$ cat src/rtl/nubus_arb_sequencer.sv
`default_nettype none
// ============================================================================
// Module  : nubus_arb_sequencer
// Purpose : Master-side NuBus arbitration sequencer: fairness, arbiter settle
//           timing, bus-idle tracking and START/tenure handoff to the master.
// Revision: 1.0  initial release
// ============================================================================
module nubus_arb_sequencer #(
  parameter int ARB_SETTLE = 2,
  parameter int MAX_WAIT   = 255,
  parameter int FAIR       = 1
) (
  input  logic nub_clk,
  input  logic nub_reset,
  input  logic req,
  input  logic done,
  input  logic nub_rqstn,
  input  logic nub_startn,
  input  logic nub_ackn,
  input  logic arb_grant,
  output logic arbcyn,
  output logic rqst_oe,
  output logic start,
  output logic gnt,
  output logic timeout
);

  typedef enum logic [2:0] {
    IDLE      = 3'd0,
    WAIT_FAIR = 3'd1,
    ARB       = 3'd2,
    LOST      = 3'd3,
    WAIT_IDLE = 3'd4,
    OWN       = 3'd5
  } state_t;

  localparam logic [4:0] SETTLE_N = 5'(ARB_SETTLE);
  localparam logic [7:0] WAIT_N   = 8'(MAX_WAIT);

  state_t      state;
  logic        bus_busy;
  logic [4:0]  settle_cnt;
  logic [7:0]  wait_cnt;
  logic [4:0]  settle_inc;
  logic [7:0]  wait_inc;
  logic        wait_hit;

  always_comb begin
    settle_inc = settle_cnt + 5'd1;
    wait_inc   = (wait_cnt == 8'hFF) ? 8'hFF : wait_cnt + 8'd1;
    wait_hit   = (wait_inc >= WAIT_N);
  end

  always_ff @(posedge nub_clk) begin
    if (nub_reset) begin
      state      <= IDLE;
      bus_busy   <= 1'b0;
      settle_cnt <= 5'd0;
      wait_cnt   <= 8'd0;
      arbcyn     <= 1'b1;
      rqst_oe    <= 1'b0;
      start      <= 1'b0;
      gnt        <= 1'b0;
      timeout    <= 1'b0;
    end else begin
      // ACK ends a transaction; a START without ACK opens one.
      if (!nub_ackn)
        bus_busy <= 1'b0;
      else if (!nub_startn)
        bus_busy <= 1'b1;

      start   <= 1'b0;
      timeout <= 1'b0;

      case (state)
        IDLE: begin
          wait_cnt   <= 8'd0;
          settle_cnt <= 5'd0;
          rqst_oe    <= 1'b0;
          arbcyn     <= 1'b1;
          gnt        <= 1'b0;
          if (req) begin
            // The decision edge counts as the first waiting cycle.
            wait_cnt <= 8'd1;
            if (FAIR != 0 && !nub_rqstn) begin
              state <= WAIT_FAIR;
            end else begin
              state   <= ARB;
              rqst_oe <= 1'b1;
              arbcyn  <= 1'b0;
            end
          end
        end

        OWN: begin
          if (done) begin
            gnt   <= 1'b0;
            state <= IDLE;
          end
        end

        default: begin
          wait_cnt <= wait_inc;
          if (!req || wait_hit) begin
            state   <= IDLE;
            rqst_oe <= 1'b0;
            arbcyn  <= 1'b1;
            timeout <= req;
          end else begin
            case (state)
              WAIT_FAIR: begin
                if (nub_rqstn) begin
                  state      <= ARB;
                  settle_cnt <= 5'd0;
                  rqst_oe    <= 1'b1;
                  arbcyn     <= 1'b0;
                end
              end
              // A START cycle opens a new settle window and is its first cycle.
              ARB: begin
                if (!nub_startn)
                  settle_cnt <= 5'd1;
                else if (settle_inc >= SETTLE_N)
                  state <= arb_grant ? WAIT_IDLE : LOST;
                else
                  settle_cnt <= settle_inc;
              end
              LOST: begin
                if (!nub_startn) begin
                  settle_cnt <= 5'd1;
                  state      <= ARB;
                end
              end
              WAIT_IDLE: begin
                if (!arb_grant) begin
                  state <= LOST;
                end else if (!bus_busy || !nub_ackn) begin
                  state   <= OWN;
                  start   <= 1'b1;
                  gnt     <= 1'b1;
                  rqst_oe <= 1'b0;
                  arbcyn  <= 1'b1;
                end
              end
              default: state <= IDLE;
            endcase
          end
        end
      endcase
    end
  end

endmodule
`default_nettype wire

$ cat config.mk
export PLATFORM = sky130hd
export DESIGN_NAME = nubus_arb_sequencer
export DESIGN_NICKNAME = d
export VERILOG_FILES = /design/src/rtl/nubus_arb_sequencer.sv
export SDC_FILE = /design/constraint.sdc
export NUM_CORES = 1
export LEC_CHECK = 0
export CAP_MARGIN = 20
export CORE_MARGIN = 2
export CORE_UTILIZATION = 40
export DETAILED_ROUTE_END_ITERATION = 12
export GPL_TIMING_DRIVEN = 0
export PLACE_DENSITY = 0.59
export SYNTH_ARGS = -nofsm -noshare
export SYNTH_HDL_FRONTEND = slang
export SYNTH_SLANG_ARGS = --single-unit
export TNS_END_PERCENT = 10
$ cat constraint.sdc
create_clock -name nub_clk -period 2.8 [get_ports nub_clk]
set_input_delay 0.56 -clock nub_clk [delete_from_list [all_inputs] [get_ports nub_clk]]
set_output_delay 0.56 -clock nub_clk [all_outputs]
set_load 0.02 [all_outputs]
# ---- Word level (Yosys, flattened, before mapping)
# Index checks and enable logic that the tools add are counted.
dict set report totals {
  out_inout_bits 5
  word_cells 101
  in_bits 8
  regBits 22
}
dict set report classes {
  n_addsub 2
  magnitude_cmp 2
  reduce_logical 18
  muxes 44
  n_bitwise 5
  eq_ne 21
}
# cell count
set op_table {}
lappend op_table {{3-bit 2-to-1 mux} 10}
lappend op_table {{5-bit 2-to-1 mux} 5}
lappend op_table {{5-bit inequality test, second input constant} 4}
lappend op_table {{1-bit 2-to-1 mux} 17}
lappend op_table {{8-bit one-hot mux with 2 select lines} 1}
lappend op_table {{5-bit one-hot mux with 3 select lines} 1}
lappend op_table {{3-bit one-hot mux with 4 select lines} 1}
lappend op_table {{1-bit one-hot mux with 2 select lines} 5}
lappend op_table {{5-bit one-hot mux with 2 select lines} 1}
lappend op_table {{5-bit AND reduction} 2}
lappend op_table {{3-bit nonzero test} 3}
lappend op_table {{8-bit by 1-bit adder with 8-bit output, second input constant} 1}
lappend op_table {{8-bit == test, second input constant} 1}
lappend op_table {{8-bit >= comparator, second input constant} 1}
lappend op_table {{8-bit 2-to-1 mux} 1}
lappend op_table {{4-bit by 3-bit inequality test with 1-bit output, second input constant} 2}
lappend op_table {{4-bit inequality test, second input constant} 2}
lappend op_table {{4-bit nonzero test} 2}
lappend op_table {{7-bit AND reduction} 1}
lappend op_table {{3-bit by 2-bit == test with 1-bit output, second input constant} 2}
lappend op_table {{3-bit == test, second input constant} 2}
lappend op_table {{3-bit inequality test, second input constant} 2}
lappend op_table {{6-bit by 4-bit inequality test with 1-bit output, second input constant} 1}
lappend op_table {{3-bit one-hot mux with 2 select lines} 1}
lappend op_table {{other kinds (15)} 23}

# ---- Logic depth before layout (Yosys ltp)
# Gate-level depths: netlist (run 1).
dict set report depth {
  ltp_word 7
  ltp_mapped 8
  mapped_depth_nobuf 7
}

# ---- Worst setup path before layout (run 1)
# OpenSTA, ideal clock, no wires.
dict set report synth_path {
  path_kind {register -> register}
  start {reg wait_cnt[0]}
  end {reg arbcyn}
  t_arrival_ns 1.869
  slack_ns 0.811
  period_less_slack_ns 1.989
  required_time_ns 2.680
  path_stages_with_launch 9
  n_path_buf 1
  setup_ns 0.120
  cell_sequence {dfxtp_1 > ha_1 > and3_1 > buf_6 > a21oi_4 > o31a_2 > o31ai_4 > o211ai_1 > o31a_1}
}
dict set report synth_via {
  elab_chain_len 6
  elab_cells_between_ends 12
  classes_between {add/sub (1); order compare (1); eq/ne (4); mux (3); reduce/logical (3)}
}
# item line
set synth_lines {}
lappend synth_lines {{start: declaration} 43} ;# logic [7:0] wait_cnt;
lappend synth_lines {{start signal: assignment} 103} ;# wait_cnt <= wait_inc;
lappend synth_lines {{8-bit by 1-bit adder with 8-bit output / 8-bit == test (equally long branches)} 50} ;# wait_inc = (wait_cnt == 8'hFF) ? 8'hFF : wait_cnt + 8'd1;
lappend synth_lines {{8-bit 2-to-1 mux *} 50}
lappend synth_lines {{8-bit >= comparator *} 51} ;# wait_hit = (wait_inc >= WAIT_N);
lappend synth_lines {{1-bit logical OR *} 104} ;# if (!req || wait_hit) begin
lappend synth_lines {{4-bit by 3-bit inequality test with 1-bit output (no source line) (tied with other cells)} -}
lappend synth_lines {{5-bit AND reduction (no source line) / 1-bit one-hot mux with 2 select lines (equally long branches)} -}
lappend synth_lines {{end signal: assignment} 60} ;# arbcyn <= 1'b1;
lappend synth_lines {{end signal: assignment} 107} ;# arbcyn <= 1'b1;
lappend synth_lines {{end signal: assignment} 116} ;# arbcyn <= 1'b0;
lappend synth_lines {{end: declaration} 21} ;# output logic arbcyn,
# Mark *: on every way between the ends. The rest lies on a longest branch, timed or not.
# A chain may end at the register's enable or synchronous reset.

# ---- Final worst setup path (run 1)
# Same ends and word-level chain as after synthesis.

==> results.py, run 1 <==
metrics = {
    "min_path": {
        "hold_depth": 2,
        "min_from": "rqst_oe",
        "holdPathEnd": "rqst_oe",
        "hold_class": "reg -> reg",
    },
    "finish": {
        "drive_gt1_share_pct": 13.3,
        "antenna_cells": 0,
        "stdcell_area_sq_um": 1710,
        "mostFrequentLayoutCell": "dfxtp_1",
        "fin_util_pct": 47.5,
        "final_cell_mix": "dfxtp_1, a21oi_1, nand2_1, nor2_1, clkdlybuf4s50_1",
        "filler_cell_count": 356,
        "syn_to_final_growth_pct": 15.9,
        "fin_nets": 207,
    },
    "worst_setup_path": {
        "cpLargestDelayFamily": "compound AO/OA/AOI/OAI gates",
        "endpoint_kind": "flop",
        "slowest_delay_ns": 0.48,
        "path_depth": 8,
        "critPathBufInv": 1,
        "cp_cell_sequence": "ha_1 > and3_1 > buf_6 > a21oi_4 > o31a_2 > o31ai_4 > o211ai_1 > o31a_1",
        "r2r_end": "arbcyn",
        "regToRegSetupSlack_ns": 0.61,
        "crit_arrival_ns": 2.35,
        "required_ns": 2.96,
        "critPathSlowestCell": "dfxtp_1",
        "rr_startpoint": "wait_cnt[0]",
        "worstRegToRegCells": 8,
        "critPathLaunchType": "flop",
        "cp_max_fo": 8,
        "setup.worst_path.class": "reg -> reg",
    },
    "timing": {
        "setup_viol_count_final": 0,
        "hold_ws_ns": 0.471,
        "rsz0062_at_grt": "no",
        "worstMarginPinSlew_ns": 0.536,
        "fin_tns_setup_ns": 0,
        "fmax_mhz": 457,
        "drv_slew": 0,
        "fin_skew_ns": 0.00298,
        "timing.final.crit_period_ns": 2.19,
        "hold_viol": 0,
        "maxSlewHeadroom_pct": 64.3,
        "fin_crit_sh_pct": 78.2,
    },
    "floorplanning": {
        "core_region_area_sq_um": 3610,
        "initial_utilization_pct": 41.0,
        "die-area_sq_um": 4200,
        "rows": 22,
        "io_pins": 13,
        "die_h_microns": 64.8,
        "die_w_microns": 64.8,
    },
    "clocking": {
        "cts_made_buffers": 3,
        "htreeDepth": 1,
        "cts_root_buf": "clkbuf_8",
        "clk_pin_slew_worst_paths_ns": 0.08,
        "insertion_delay_ns": 0.26,
        "clockBufferDepth": 2,
        "clock-sinks": 22,
        "cts_resized": 0,
        "post_cts_buffers": 0,
        "cts_tree": "built",
        "cts.hold.buffers_added": 0,
    },
    "logic_synthesis": {
        "synth_compound_area_share_pct": 31.2,
        "synth-seq-cells": 22,
        "synth_edf_count": 0,
        "synthSimpleGateAreaFrac_pct": 27.6,
        "synth_cell_type_count": 53,
        "yosysSeqAreaShare_pct": 29.8,
        "synth_fa_ha_area_share_pct": 2.54,
        "syn-cell-area_sq_um": 1480,
        "ys_async_sr_fraction_pct": 0,
        "avgSynthCellArea_sq_um": 8.26,
        "synth_mux_area_share_pct": 2.79,
        "synth_xor_area_share_pct": 1.78,
        "yosys.area.top_type": "dfxtp_1",
        "synth_top_family_by_area": "compound AO/OA/AOI/OAI gates",
        "synthTopCellsByArea": "dfxtp_1, a21oi_1, nand2_1, nor2_1, o31ai_4",
        "synth_flop_cell": "dfxtp_1",
        "synth_cells": 179,
        "syn-num-nets": 190,
        "netlist.area_leader.share_pct": 29.8,
        "yosysWarnings": 0,
    },
    "power_and_ir_drop": {
        "switching_share_pct": 36.6,
        "powerDensity_nw_per_um2": 573,
        "p_sw_w": 0.000359,
        "p_clk_share_pct": 23.6,
        "comb_power_share_pct": 38.6,
        "internal-power_w": 0.000621,
        "pwr-share-seq_pct": 37.7,
        "p_leak_nw": 0.595,
        "ir_worst_vdd_mv": 0.285,
    },
    "route": {
        "wire_per_inst_microns": 14.7,
        "vias_per_cell": 5.76,
        "vias": 1399,
        "drc_errors": 0,
        "first_pass_iters": 5,
        "drt-initial-drc-count": 93,
        "antenna_left": 0,
        "routed_wl_microns": 3570,
    },
    "global_route": {
        "grt_pass1_vias": 1275,
        "antenna_found_initial": 0,
        "grt_pass1_wl_microns": 6010,
        "grt_start_max_net_pins": 13,
        "grt_usage_pct": 18.5,
        "gr-total-overflow": 0,
    },
    "place": {
        "globalplace.congestion": 0.859,
        "dp.final_hpwl_microns": 2680,
        "port_buffers": 12,
        "placed_area_sq_um": 1660,
    },
    "job": {
        "cap_violations": 0,
    },
    "outcome": {
        "status": "finished clean",
    },
}
worst max-delay path by stage:
stage,startpoint,to
3_3_place_gp,arb_grant,state[0]
5_1_grt,wait_cnt[0],arbcyn
4_1_cts,wait_cnt[0],arbcyn
2_1_floorplan,wait_cnt[0],arbcyn
3_5_place_dp,nub_startn,state[0]
6_report,wait_cnt[0],arbcyn
power by group through the flow:
stage               sequential [W]  combinational, W  clock (W)
floorplan                 0.000378          0.000275          0
global placement          0.000375          0.000372          0
detailed placement        0.000376          0.000375          0
CTS                       0.000369          0.000378   0.000238
global route              0.000374          0.000417   0.000251
finish                    0.000370          0.000379   0.000232
cells in the mapped netlist (3+ instances only):
cell,count
ha_1,3
nor3_1,8
a21oi_1,18
nand3_1,6
mux2i_1,3
o21ai_0,7
a31oi_1,5
inv_1,6
a2bb2oi_1,3
and3_1,3
o22ai_1,3
nand2_1,17
nor2_1,15
dfxtp_1,22
nand2b_1,6
nor3b_1,3
clkbuf_1,4
nor3b_2,3
layer usage:
metal | up-vias | track usage, % | wire length, microns
met4 | 0 | 5.59 | 57
met3 | 7 | 3.47 | 142
met1 | 671 | 24.1 | 1740
met5 | - | 0 | 0
met2 | 29 | 30.8 | 1630
li1 | 692 | - | -
tightest hold or removal path: stages (launching register included):
cell and delay [ns]:
dfxtp_1 0.32, inv_1 0.05, o31ai_1 0.06
per-stage QoR:
stage                     instances  setup slack, ns  power (W)
after floorplan                 179            0.811   0.000653
after global placement          239            0.575   0.000747
after detailed placement        239            0.574   0.000751
after CTS                       243            0.594   0.000986
after global routing            243            0.441    0.00104
final                           243            0.612   0.000981
cells by family (layout without fill, tap and decap cells):
logic type,Yosys count,in the layout
compound gates,59,59
xor+xnor,3,3
fa+ha+maj,3,3
buf+inv,14,30
flops,22,22
mux,4,4
simple gates,74,74
final cells by class:
cell class / count / area [sq um] / area share, %
multi-input cells: 143 / 975 / 56.9
inverters: 6 / 22.5 / 1.31
well taps: 48 / 60.1 / 3.51
plain buffers: 8 / 40.0 / 2.34
clock buffers: 4 / 55.1 / 3.21
repair buffers: 12 / 120 / 7.01
flip-flops and latches: 22 / 440 / 25.7
state kept, by name, summed over array words and instances (netlist names):
register / flops
arbcyn: 1
bus_busy: 1
gnt: 1
rqst_oe: 1
settle_cnt: 5
start: 1
state: 3
timeout: 1
wait_cnt: 8
No activity file was read; power rests on OpenSTA's default activity.
==> inputs of run 2 (changes only) <==
--- a/config.mk
+++ b/config.mk
@@ -10,7 +10,7 @@
 export CORE_UTILIZATION = 40
 export DETAILED_ROUTE_END_ITERATION = 12
 export GPL_TIMING_DRIVEN = 0
-export PLACE_DENSITY = 0.59
+export PLACE_DENSITY = 0.61
 export SYNTH_ARGS = -nofsm -noshare
 export SYNTH_HDL_FRONTEND = slang
 export SYNTH_SLANG_ARGS = --single-unit
==> constraint.sdc (replaced) <==
create_clock -name nub_clk -period 2 [get_ports nub_clk]
set_input_delay 0.4 -clock nub_clk [delete_from_list [all_inputs] [get_ports nub_clk]]
set_output_delay 0.4 -clock nub_clk [all_outputs]
set_load 0.02 [all_outputs]
==> results.py, run 2 (synthesis gave the netlist of run 1 again) <==
metrics = {
    "outcome": {
        "status": "finished clean",
    },
    "finish": {
        "final_cell_mix": "a21oi_1, dfxtp_1, nand2_1, nor2_1, clkdlybuf4s50_1",
        "fin_cells": 244,
        "syn_to_final_growth_pct": 20.9,
        "stdcell_area_sq_um": 1790,
        "reg.largest.list": "wait_cnt x8, settle_cnt x5, state x3",
        "fin_nets": 208,
        "regArea_sq_um": 453,
        "top_register": "wait_cnt",
        "antenna_cells": 0,
        "multi_input_area_sq_um": 1030,
        "drive_gt1_share_pct": 18.9,
        "fin_util_pct": 49.5,
        "filler_cell_count": 343,
        "largest_reg_flops": 8,
    },
    "timing": {
        "rsz0062_at_grt": "yes",
        "worstMarginPinSlew_ns": 0.568,
        "maxSlewHeadroom_pct": 62.1,
        "timing.final.crit_period_ns": 1.96,
        "fmax_mhz": 510,
        "fin_crit_sh_pct": 98.0,
        "hold_viol": 0,
        "drv_slew": 0,
        "fin_skew_ns": 0.00354,
        "fin_ws_ns": 0.0398,
        "setup_viol_count_final": 0,
    },
    "route": {
        "vias_per_cell": 5.58,
        "antenna_left": 0,
        "vias": 1361,
        "drt-initial-drc-count": 69,
        "routed_wl_microns": 3430,
        "drc_errors": 0,
        "first_pass_iters": 4,
        "wire_per_inst_microns": 14.1,
    },
    "power_and_ir_drop": {
        "finalPower_w": 0.00141,
        "powerDensity_nw_per_um2": 790,
        "p_leak_nw": 0.607,
        "ir_worst_vdd_mv": 0.240,
    },
    "clocking": {
        "cts_tree": "built",
        "cts.hold.buffers_added": 0,
        "cts_root_buf": "clkbuf_8",
        "clock-sinks": 22,
        "cts_made_buffers": 3,
        "clk_pin_slew_worst_paths_ns": 0.08,
        "htreeDepth": 1,
        "insertion_delay_ns": 0.27,
        "clockBufferDepth": 2,
    },
    "worst_setup_path": {
        "crit_arrival_ns": 2.16,
        "setup.worst_path.class": "reg -> reg",
        "r2r_end": "settle_cnt[0]",
        "cp_max_fo": 6,
        "required_ns": 2.19,
        "worstRegToRegCells": 6,
        "crit_path_start": "settle_cnt[0]",
        "rr_startpoint": "settle_cnt[0]",
        "endpoint_kind": "flop",
        "critPathLaunchType": "flop",
        "regToRegSetupSlack_ns": 0.04,
    },
    "global_route": {
        "gr-total-overflow": 0,
        "antenna_found_initial": 0,
        "grt_pass1_vias": 1249,
        "grt_usage_pct": 17.2,
        "grt_start_max_net_pins": 13,
        "grt_pass1_wl_microns": 5730,
    },
    "min_path": {
        "min_from": "rqst_oe",
        "hold_depth": 2,
        "holdPathEnd": "rqst_oe",
        "hold_class": "reg -> reg",
    },
    "place": {
        "dp.cells": 239,
        "post-place-ws_ns": -0.154,
        "globalplace.congestion": 0.847,
        "dp.final_hpwl_microns": 2480,
        "port_buffers": 12,
        "placed_area_sq_um": 1660,
    },
    "floorplanning": {
        "rows": 22,
        "io_pins": 13,
        "initial_utilization_pct": 41.0,
        "die_h_microns": 64.8,
        "core_region_area_sq_um": 3610,
        "die_w_microns": 64.8,
        "die-area_sq_um": 4200,
    },
    "job": {
        "cap_violations": 0,
    },
}
[run 2: changes by cell type in the layout (fill, tap and decap cells not counted), sizes merged]
cell  before  now
buf        4    5
[run 2: per-stage QoR]
step	setup TNS, ns	hold slack [ns]
floorplan	0	0.457
global placement	-0.832	0.451
detailed placement	-0.910	0.469
CTS	0	0.480
global route	-0.112	0.494
finish	0	0.478
[run 2: critical path, stage by stage (launching register included)]
cell	delay (ns)
dfxtp_4	0.37
ha_4	0.16
or3_4	0.33
a2111oi_4	0.39
a2bb2oi_2	0.18
o221a_4	0.25
mux2i_1	0.19
[run 2: power by group]
group	internal, W	switching (W)	total, W
logic	0.000244	0.000324	0.000568
clock network	0.000176	0.000147	0.000322
registers	0.000477	0.0000438	0.000521
total	0.000897	0.000514	0.00141
[run 2: worst max path at each step]
| stage | depth (start not counted) | to |
|---|---|---|
| 2_1_floorplan | 8 | arbcyn |
| 3_3_place_gp | 8 | arbcyn |
| 3_5_place_dp | 8 | arbcyn |
| 4_1_cts | 6 | settle_cnt[0] |
| 5_1_grt | 6 | settle_cnt[0] |
| 6_report | 6 | settle_cnt[0] |
[run 2: area by class of cell]
type | instances | share of cell area (%)
Multi-Input combinational cell | 143 | 57.5
Buffer | 8 | 2.31
Timing Repair Buffer | 13 | 7.14
Clock buffer | 4 | 3.08
Inverter | 6 | 1.26
Sequential cell | 22 | 25.4
Tap cell | 48 | 3.36
[run 2: routing by layer]
| metal | vias to the layer above | wire length [microns] | global-route usage (%) |
|---|---|---|---|
| met3 | 5 | 96 | 2.26 |
| met1 | 634 | 1620 | 22.8 |
| met2 | 21 | 1660 | 27.6 |
| met4 | 0 | 57 | 7.98 |
| met5 | - | 0 | 0 |
| li1 | 701 | - | - |
[run 2: what timing repair did]
action	CTS	global route
setup endpoints to repair	11	10
pin swaps	3	3
gates resized for setup	8	10
endpoints found under the hold margin	0	0
setup buffers	1	0
gates cloned	0	0
==> inputs of run 3 (changes only) <==
--- a/config.mk
+++ b/config.mk
@@ -6,11 +6,12 @@
 export NUM_CORES = 1
 export LEC_CHECK = 0
 export CAP_MARGIN = 20
+export CORE_ASPECT_RATIO = 0.9
 export CORE_MARGIN = 2
-export CORE_UTILIZATION = 40
+export CORE_UTILIZATION = 51
 export DETAILED_ROUTE_END_ITERATION = 12
 export GPL_TIMING_DRIVEN = 0
-export PLACE_DENSITY = 0.61
+export PLACE_DENSITY = 0.75
 export SYNTH_ARGS = -nofsm -noshare
 export SYNTH_HDL_FRONTEND = slang
 export SYNTH_SLANG_ARGS = --single-unit
==> results.py, run 3 (synthesis gave the netlist of run 1 again) <==
metrics = {
    "route": {
        "drc_errors": 0,
        "vias": 1468,
        "wire_per_inst_microns": 16.0,
        "antenna_left": 0,
        "routed_wl_microns": 3830,
        "first_pass_iters": 4,
        "drt-initial-drc-count": 58,
        "vias_per_cell": 6.14,
    },
    "worst_setup_path": {
        "setup.worst_path.class": "reg -> reg",
        "endpoint_kind": "flop",
        "regToRegSetupSlack_ns": -0.06,
        "required_ns": 2.21,
        "crit_arrival_ns": 2.27,
        "cp_max_fo": 3,
        "critPathLaunchType": "flop",
    },
    "outcome": {
        "status": "complete, but fails checks",
        "violations": "negative setup slack",
    },
    "timing": {
        "worstMarginPinSlew_ns": 0.577,
        "fin_ws_ns": -0.0613,
        "drv_slew": 0,
        "setup_viol_count_final": 2,
        "hold_viol": 0,
        "fmax_mhz": 485,
        "fin_crit_sh_pct": 103,
        "fin_skew_ns": 0.00153,
        "maxSlewHeadroom_pct": 61.6,
        "timing.final.crit_period_ns": 2.06,
        "hold_ws_ns": 0.484,
        "fin_tns_setup_ns": -0.118,
        "rsz0062_at_grt": "yes",
    },
    "global_route": {
        "grt_pass1_vias": 1315,
        "grt_usage_pct": 24.1,
        "grt_start_max_net_pins": 13,
        "gr-total-overflow": 0,
        "antenna_found_initial": 0,
        "grt_pass1_wl_microns": 6040,
    },
    "clocking": {
        "cts_root_buf": "clkbuf_4",
        "insertion_delay_ns": 0.31,
        "clockBufferDepth": 2,
        "cts_made_buffers": 3,
        "clock-sinks": 22,
        "htreeDepth": 1,
        "clk_pin_slew_worst_paths_ns": 0.12,
        "cts.hold.buffers_added": 0,
        "cts_tree": "built",
    },
    "min_path": {
        "hold_class": "reg -> reg",
    },
    "power_and_ir_drop": {
        "internal-power_w": 0.000848,
        "powerDensity_nw_per_um2": 760,
        "pwr-share-seq_pct": 37.4,
        "p_clk_share_pct": 17.9,
        "p_leak_nw": 0.632,
        "ir_worst_vdd_mv": 0.583,
        "p_sw_w": 0.000534,
        "switching_share_pct": 38.6,
        "comb_power_share_pct": 44.8,
    },
    "job": {
        "cap_violations": 0,
    },
    "place": {
        "dp.cells": 231,
        "dp.final_hpwl_microns": 2550,
        "globalplace.congestion": 0.907,
        "port_buffers": 12,
        "post-place-ws_ns": -0.178,
    },
    "floorplanning": {
        "initial_utilization_pct": 53.8,
        "rows": 18,
        "io_pins": 13,
        "die_h_microns": 55.1,
        "die-area_sq_um": 3340,
        "die_w_microns": 60.7,
        "core_region_area_sq_um": 2750,
    },
    "finish": {
        "final_cell_mix": "a21oi_1, dfxtp_1, nand2_1, nor2_1, clkdlybuf4s50_1",
        "reg.largest.list": "wait_cnt x8, settle_cnt x5, state x3",
        "largest_reg_flops": 8,
        "antenna_cells": 0,
        "fin_util_pct": 66.2,
        "top_register": "wait_cnt",
        "multi_input_area_sq_um": 1060,
        "drive_gt1_share_pct": 20.6,
        "syn_to_final_growth_pct": 23.0,
        "filler_cell_count": 234,
        "fin_cells": 239,
        "regArea_sq_um": 455,
        "fin_nets": 211,
    },
}
==> run 3: per-layer routing <==
layer	part of all wire [%]	track usage [%]
met1	41	31.2
met2	50	41.4
met3	7.1	5.35
met4	1.8	4.71
met5	0	0
==> run 3: timing repair <==
action                                 CTS  global route
gates cloned                             0             0
setup endpoints to repair               10             9
buffers inserted                         1             3
endpoints found under the hold margin    0             0
pin swaps                                2             8
gates resized for setup                  8            14
==> run 3: through the flow <==
stage / total power [W] / instance area (sq um)
after floorplan: 0.000914 / 1480
after global placement: 0.00104 / 1650
after detailed placement: 0.00105 / 1650
after CTS: 0.00133 / 1710
after global routing: 0.00147 / 1820
final: 0.00138 / 1820
==> run 3: path summary, 6_finish.rpt <==
path,cells after the start,to,start
worst max-delay path,7,state[0],settle_cnt[0]
worst min-delay path,2,rqst_oe,rqst_oe
worst max register to register,7,state[0],settle_cnt[0]
worst min register to register,2,rqst_oe,rqst_oe
==> run 3: layout make-up <==
type,instances,area share (%)
buffer,8,2.20
tap,40,2.75
sequential,22,25.1
inverter,6,1.24
timing repair buffer,16,8.26
multi-input combinational,143,58.5
clock buffer,4,2.00
==> run 3: power groups by stage <==
stage,combinational [W],sequential [W],clock [W]
final,0.000618,0.000517,0.000247
after global routing,0.000669,0.000524,0.000277
after CTS,0.000560,0.000514,0.000259
after detailed placement,0.000525,0.000528,0
after global placement,0.000511,0.000526,0
after floorplan,0.000385,0.000529,0
==> run 3: worst max-delay path, stage by stage (launching register included) <==
cell and delay (ns):
dfxtp_4 0.37, ha_4 0.16, or3_4 0.34, a2111oi_4 0.43
buf_4 0.19, a31oi_4 0.09, o21a_1 0.25, mux2i_1 0.13
